## config.mk

```make
export PLATFORM = sky130hd
export DESIGN_NAME = sum_display
export DESIGN_NICKNAME = d
export VERILOG_FILES = /design/src/rtl/sum_display.sv
export SDC_FILE = /design/constraint.sdc
export NUM_CORES = 1
export LEC_CHECK = 0
export CELL_PAD_IN_SITES_DETAIL_PLACEMENT = 1
export CELL_PAD_IN_SITES_GLOBAL_PLACEMENT = 2
export CORE_MARGIN = 1
export CORE_UTILIZATION = 36
export CTS_CLUSTER_DIAMETER = 80
export CTS_CLUSTER_SIZE = 24
export DETAILED_ROUTE_END_ITERATION = 6
export MAX_ROUTING_LAYER = met4
export PLACE_DENSITY = 0.81
export SLEW_MARGIN = 10
export SYNTH_ARGS = -nofsm -noshare
export SYNTH_HDL_FRONTEND = slang
export SYNTH_SLANG_ARGS = --single-unit
```

## constraint.sdc

```tcl
create_clock -name clk -period 2.25 [get_ports clk]
set_clock_uncertainty 0.1 [all_clocks]
set_input_delay 0.45 -clock clk [delete_from_list [all_inputs] [get_ports clk]]
set_output_delay 0.45 -clock clk [all_outputs]
set_load 0.05 [all_outputs]
```

## src/rtl/sum_display.sv

```systemverilog
// sum_display: captures a 5-bit adder sum, converts it to two BCD digits with
// an iterative shift-and-add-3 (double-dabble) FSM, and time-multiplexes the
// digits onto a common-anode 7-segment display (active-low segments/anodes).
module sum_display #(
  parameter int REFRESH_DIV = 50000
) (
  input  logic       clk,
  input  logic       rst,
  input  logic [4:0] sum,
  input  logic       load,
  output logic       busy,
  output logic [6:0] seg,
  output logic [3:0] an,
  output logic       dp
);

  typedef enum logic {
    IDLE = 1'b0,
    CONV = 1'b1
  } state_e;

  localparam int CW = (REFRESH_DIV > 1) ? $clog2(REFRESH_DIV) : 1;
  localparam logic [CW-1:0] REFRESH_LAST = CW'(REFRESH_DIV - 1);

  // Conversion register layout: {tens[3:0], ones[3:0], bin[4:0]}.
  state_e      state_q;
  logic [12:0] shift_q;
  logic [12:0] adj_d;
  logic [12:0] shift_d;
  logic [2:0]  count_q;
  logic        busy_q;
  logic [3:0]  tens_q;
  logic [3:0]  ones_q;

  logic [CW-1:0] refresh_q;
  logic          sel_q;

  // Active-low {g,f,e,d,c,b,a} pattern for one BCD digit; non-BCD is blank.
  function automatic logic [6:0] seg_pattern(input logic [3:0] digit);
    case (digit)
      4'd0:    seg_pattern = 7'b1000000;
      4'd1:    seg_pattern = 7'b1111001;
      4'd2:    seg_pattern = 7'b0100100;
      4'd3:    seg_pattern = 7'b0110000;
      4'd4:    seg_pattern = 7'b0011001;
      4'd5:    seg_pattern = 7'b0010010;
      4'd6:    seg_pattern = 7'b0000010;
      4'd7:    seg_pattern = 7'b1111000;
      4'd8:    seg_pattern = 7'b0000000;
      4'd9:    seg_pattern = 7'b0010000;
      default: seg_pattern = 7'b1111111;
    endcase
  endfunction

  // One double-dabble step: add 3 to each BCD nibble >= 5, then shift left.
  always_comb begin
    // NOTE: assign every always_comb output a default first so no path leaves it unassigned (no latch).
    adj_d = shift_q;
    if (shift_q[12:9] >= 4'd5) adj_d[12:9] = shift_q[12:9] + 4'd3;
    if (shift_q[8:5]  >= 4'd5) adj_d[8:5]  = shift_q[8:5]  + 4'd3;
    shift_d = {adj_d[11:0], 1'b0};
  end

  // Conversion FSM: capture on load, five dabble steps, then publish digits.
  always_ff @(posedge clk or posedge rst) begin
    if (rst) begin
      // NOTE: the digit registers are reset too, so an aborted conversion never reaches the display.
      state_q <= IDLE;
      shift_q <= '0;
      count_q <= '0;
      busy_q  <= 1'b0;
      tens_q  <= '0;
      ones_q  <= '0;
    end else begin
      // NOTE: sequential state uses non-blocking assignments so every register samples pre-edge values.
      case (state_q)
        IDLE: begin
          if (load) begin
            shift_q <= {8'd0, sum};
            count_q <= '0;
            busy_q  <= 1'b1;
            state_q <= CONV;
          end
        end
        CONV: begin
          // load and sum are deliberately ignored here; nothing is queued.
          shift_q <= shift_d;
          count_q <= count_q + 3'd1;
          if (count_q == 3'd4) begin
            tens_q  <= shift_d[12:9];
            ones_q  <= shift_d[8:5];
            busy_q  <= 1'b0;
            state_q <= IDLE;
          end
        end
        default: state_q <= IDLE;
      endcase
    end
  end

  // Free-running refresh counter; flips the digit select on every wrap.
  always_ff @(posedge clk or posedge rst) begin
    if (rst) begin
      refresh_q <= '0;
      sel_q     <= 1'b0;
    end else if (refresh_q == REFRESH_LAST) begin
      refresh_q <= '0;
      sel_q     <= ~sel_q;
    end else begin
      refresh_q <= refresh_q + CW'(1);
    end
  end

  // Digit mux with leading-zero blanking of the tens position.
  always_comb begin
    an  = 4'b1110;
    seg = seg_pattern(ones_q);
    if (sel_q) begin
      if (tens_q != 4'd0) begin
        an  = 4'b1101;
        seg = seg_pattern(tens_q);
      end else begin
        an  = 4'b1111;
        seg = 7'b1111111;
      end
    end
  end

  assign busy = busy_q;
  assign dp   = 1'b1;

endmodule

```

### After elaboration in Yosys (flattened, before gate mapping)

Memories as Yosys holds them, arrays and structs flattened.
Index checks and enable logic that the tools add are counted.

| operators by class | value |
|---|---|
| magnitude comparators | 2 |
| add/sub/neg operators | 4 |
| equality and inequality tests | 4 |
| reduce and logical (&&, ||, !) cells | 3 |
| multiplexer cells | 17 |
| bitwise operators | 2 |

Operators with widths:

| kind | number |
|---|---|
| $pmux 13 s2 | 1 |
| $add 16x1->16 const B | 1 |
| $eq 16x16->1 const B | 1 |
| $mux 16 | 1 |
| $mux 7 | 2 |
| $mux 13 | 1 |
| $ge 4x3->1 const B | 2 |
| $mux 3 | 2 |
| $pmux 3 s2 | 1 |
| $add 4x2->4 const B | 1 |
| $mux 1 | 4 |
| $mux 2 | 2 |
| $mux 4 | 1 |
| $pmux 1 s2 | 2 |
| $reduce_and 2->1 | 2 |
| $reduce_bool 4->1 | 1 |
| $add 3x1->3 const B | 1 |
| $add 3x2->3 const B | 1 |
| $eq 3x3->1 const B | 1 |
| $ne 2x1->1 const B | 1 |
| $ne 2x2->1 const B | 1 |
| $not 1->1 | 2 |

| storage, ports and cells | value |
|---|---|
| register bits after elaboration | 43 |
| memories kept | 2 |
| bits of input ports | 8 |
| output and inout bits | 13 |
| bits in read-only memories | 224 |
| logic and storage cells | 42 |

Memories:

| name | depth | width | rd ports | clocked after memory_dff | wr ports | RTL line | text |
|---|---|---|---|---|---|---|---|
| (name not given) | 16 | 7 | 1 | 0 | 0 | 40 | `case (digit)` |
| (name not given) | 16 | 7 | 1 | 0 | 0 | 40 |  |

### Depth between registers and ports, before layout

| depth | value |
|---|---|
| depth after elaboration | 3 |
| mapped depth | 6 |
| mapped depth without buffers | 6 |

### Least setup slack after synthesis

Ideal clock, no wire load.

| timing path | value |
|---|---|
| path kind | register to output |
| from | reg tens_q[1] |
| to | out seg[5] |
| path slack | -300 ps |
| arrival time | 2000 ps |
| required time | 1700 ps |
| buffers on the path | 0 |
| cell stages (with the launch flop) | 7 |
| cells stage by stage | dfrtp_1 inv_1 ha_1 inv_1 o311ai_0 nor2_1 nor2_1 |

| between the ends | value |
|---|---|
| word-level cells in the longest chain between the ends | 3 |
| elaborated cells on any way between the ends | 4 |
| classes of those cells | mux (2); reduce/logical (1); memory (1) |

RTL lines:

| what | RTL line | text |
|---|---|---|
| start: declaration | 32 | `logic [3:0] tens_q;` |
| start signal: assignment | 90 | `tens_q <= shift_d[12:9];` |
| $mem_v2 16x7 / $reduce_bool 4->1 (equally long branches) | n/a |  |
| $mux 7 (*) | 119 | `if (tens_q != 4'd0) begin` |
| $mux 7 (*) | 118 | `if (sel_q) begin` |
| end: declaration | 12 | `output logic [6:0] seg,` |

Every way passes the cells marked *; elsewhere a longest branch is shown, timed or not.

### Worst setup path after layout

| timing path | value |
|---|---|
| from | reg tens_q[1] |
| to | out seg[3] |

The elaborated chain is that of the path after synthesis.

==> impl_metrics.yaml <==
run_status:
  status: "finished with violations"
  violations: "DRC, setup timing"
sta:
  hold_viol_final: 0
  drv_slew: 0
  setup_viol: 2
  fmax_ghz: 0.439
  finalWorstSetupSlack_ns: -0.0260
  rsz0062_at_grt: "yes"
  period_needed_ns: 2.28
  fin_setup_tns_ns: -0.0322
  hold_ws_ns: 0.393
  period_share_pct: 101
synth:
  ys_seq_elements: 43
  synth.area.top_cells: "dfrtp_1 (43%), ha_1 (8.6%), mux2i_1 (4.4%)"
  yosys_warnings: 0
  synth_cell_types: 35
  avgSynthCellArea_um2: 9.35
  yosysTopAreaCellShare_pct: 43.4
  syn-instance-count: 265
  ys_seq_area_share_pct: 43.4
  netlist_area_mm2: 0.00248
  yosys.area.top_type: "dfrtp_1"
power:
  power.density_mw_per_mm2: 1390
  leakagePower_uw: 0.00144
  ir_worst_vdd_mv: 0.550
cells_and_area:
  final_cell_area_mm2: 0.00318
  nNetsFinal: 324
  drive_gt1_share_pct: 26.3
  area_growth_pct: 28.4
  final_common_cell: "dfrtp_1"
  most-common-layout-cells: "dfrtp_1 (39), nand2_1 (20), nor2_1 (19)"
  num_antenna_cells: 0
clocking:
  cts_tree: "built"
  clockBufferDepth: 2
  insertion_delay_ns: 0.29
  cts_max_level: 2
  clockRootBuffer: "clkbuf_8"
  clkTransAtPathRegs_ns: 0.08
  numCtsBuffers: 5
  clock_sinks: 43
route:
  drc: 3
  ant_nets: 0
  drt_pre_antenna_iters: 7
  wl_per_cell_um: 14.4
  finalWirelength_um: 5430
  drt_iter0_markers: 67
  vias: 1916
  vias_per_cell: 5.08
placement:
  gp_congestion: 0.758
  post_dp_cell_area_mm2: 0.00288
  portBuffers: 17
  pre_cts_ws_ns: 0.168
  dp_hpwl_um: 3780
grt:
  grt_pass1_wl_um: 9360
  antenna_found_initial: 0
  first_global_vias: 2013
  grt_overflow_total: 0
  grt_max_degree: 44
  grt_util_all_layers_pct: 16.8
worst_setup_path:
  cp-start-kind: "flip-flop"
  worstPathRequired_ns: 1.70
  crit_path_max_fanout: 4
  worstPathArrival_ns: 1.73
  setup.worst_path.class: "flip-flop to output pin"
  endpoint_kind: "output pin"
floorplanning:
  die_area_mm2: 0.00722
  die_y_um: 85.0
  core_mm2: 0.00649
  initial_core_util_pct: 38.2
  ios: 21
  die_w_um: 85.0
  rows: 29
worst_hold_path:
  hp-class: "input pin to asynchronous set/reset pin"
run:
  max_cap_violations: 0
[kinds of logic after synthesis]
family	synth area share, %
simple gates	19.1
compound gates	11.2
flops	43.4
buf+inv	5.30
fa+ha+maj	8.58
xor+xnor	6.01
mux	6.26
other cells	0.151
[sequential cells by signal, indices dropped and copies added (netlist names)]
register,flops
refresh_q,16
ones_q,4
state_q,1
tens_q,4
count_q,3
sel_q,1
busy,1
shift_q,13
[through the flow]
stage	power, uW	instances	util, %
2_1_floorplan	2710	267	-
3_3_place_gp	3500	360	44.3
3_5_place_dp	3560	360	44.3
4_1_cts	4250	374	47.4
5_1_grt	4750	377	49.0
6_report	4420	377	49.0
[cell type report]
cell class / instances / area, um2
Sequential cell: 43 / 1080
Tap cell: 77 / 96.3
Multi-Input combinational cell: 193 / 1450
Clock inverter: 3 / 15.0
Inverter: 19 / 71.3
Timing Repair Buffer: 37 / 398
Clock buffer: 5 / 68.8
Fill cell: 746 / 3310
[cell usage after synthesis]
cell type,number
a21boi_0,1
a21o_1,1
nor4b_2,1
xnor2_1,10
conb_1,1
o311ai_0,1
clkbuf_1,5
xor2_1,7
o31ai_1,2
nor3_1,5
nor3b_1,5
dfrtp_1,43
o21ai_0,18
nand4_1,4
a31oi_1,3
nor4_1,3
nor2_1,25
o21bai_1,1
mux2i_1,11
nor2b_1,6
nand2_1,20
and3_1,1
o21a_1,1
mux2_2,4
ha_1,17
nand3_1,11
a211oi_1,1
buf_4,4
nor3_4,1
a2bb2oi_1,2
nand2b_1,11
inv_1,19
buf_1,3
o22a_1,1
a21oi_1,16
[where the power goes]
part / switching (uW) / internal, uW / total [uW]
Combinational: 1450 / 1280 / 2720
Sequential: 235 / 990 / 1230
Clock: 261 / 213 / 473
Total: 1940 / 2480 / 4420
[timing repair]
item | CTS | global route
resized for setup | 22 | 23
pin swaps | 7 | 12
buffers inserted | 6 | 3
hold buffers | 0 | 0
endpoints found under the setup margin | 6 | 8
hold endpoints to repair | 0 | 0
[path summary, 6_finish.rpt]
path | start | to | slack [ns] | cells past startpoint
hold / removal | rst | refresh_q[0]$_DFF_PP0_ | 0.39 | 3
setup / recovery | tens_q[1]$_DFFE_PP0P_ | seg[3] | -0.03 | 7
min in group clk | shift_q[1]$_DFFE_PP0P_ | shift_q[2]$_DFFE_PP0P_ | 0.40 | 2
max in group asynchronous | rst | ones_q[2]$_DFFE_PP0P_ | 1.43 | 3
hold reg to reg | shift_q[1]$_DFFE_PP0P_ | shift_q[2]$_DFFE_PP0P_ | 0.40 | 2
setup reg to reg | shift_q[9]$_DFFE_PP0P_ | tens_q[2]$_DFFE_PP0P_ | 0.44 | 6
[worst max-delay path, stage by stage (launching register included)]
cell and delay [ns]:
dfrtp_1 0.40, inv_2 0.11, ha_4 0.15, inv_2 0.04, o311ai_4 0.23, buf_6 0.17, o22a_1 0.19, buf_12 0.14
[per-layer routing]
layer,track usage [%],up-vias,share of wire (%)
met2,26.5,23,48
met4,5.24,0,1.1
li1,-,963,-
met3,2.82,5,1.9
met1,22.2,925,49
met5,-,-,0
No activity file was read; power rests on OpenSTA's default activity.
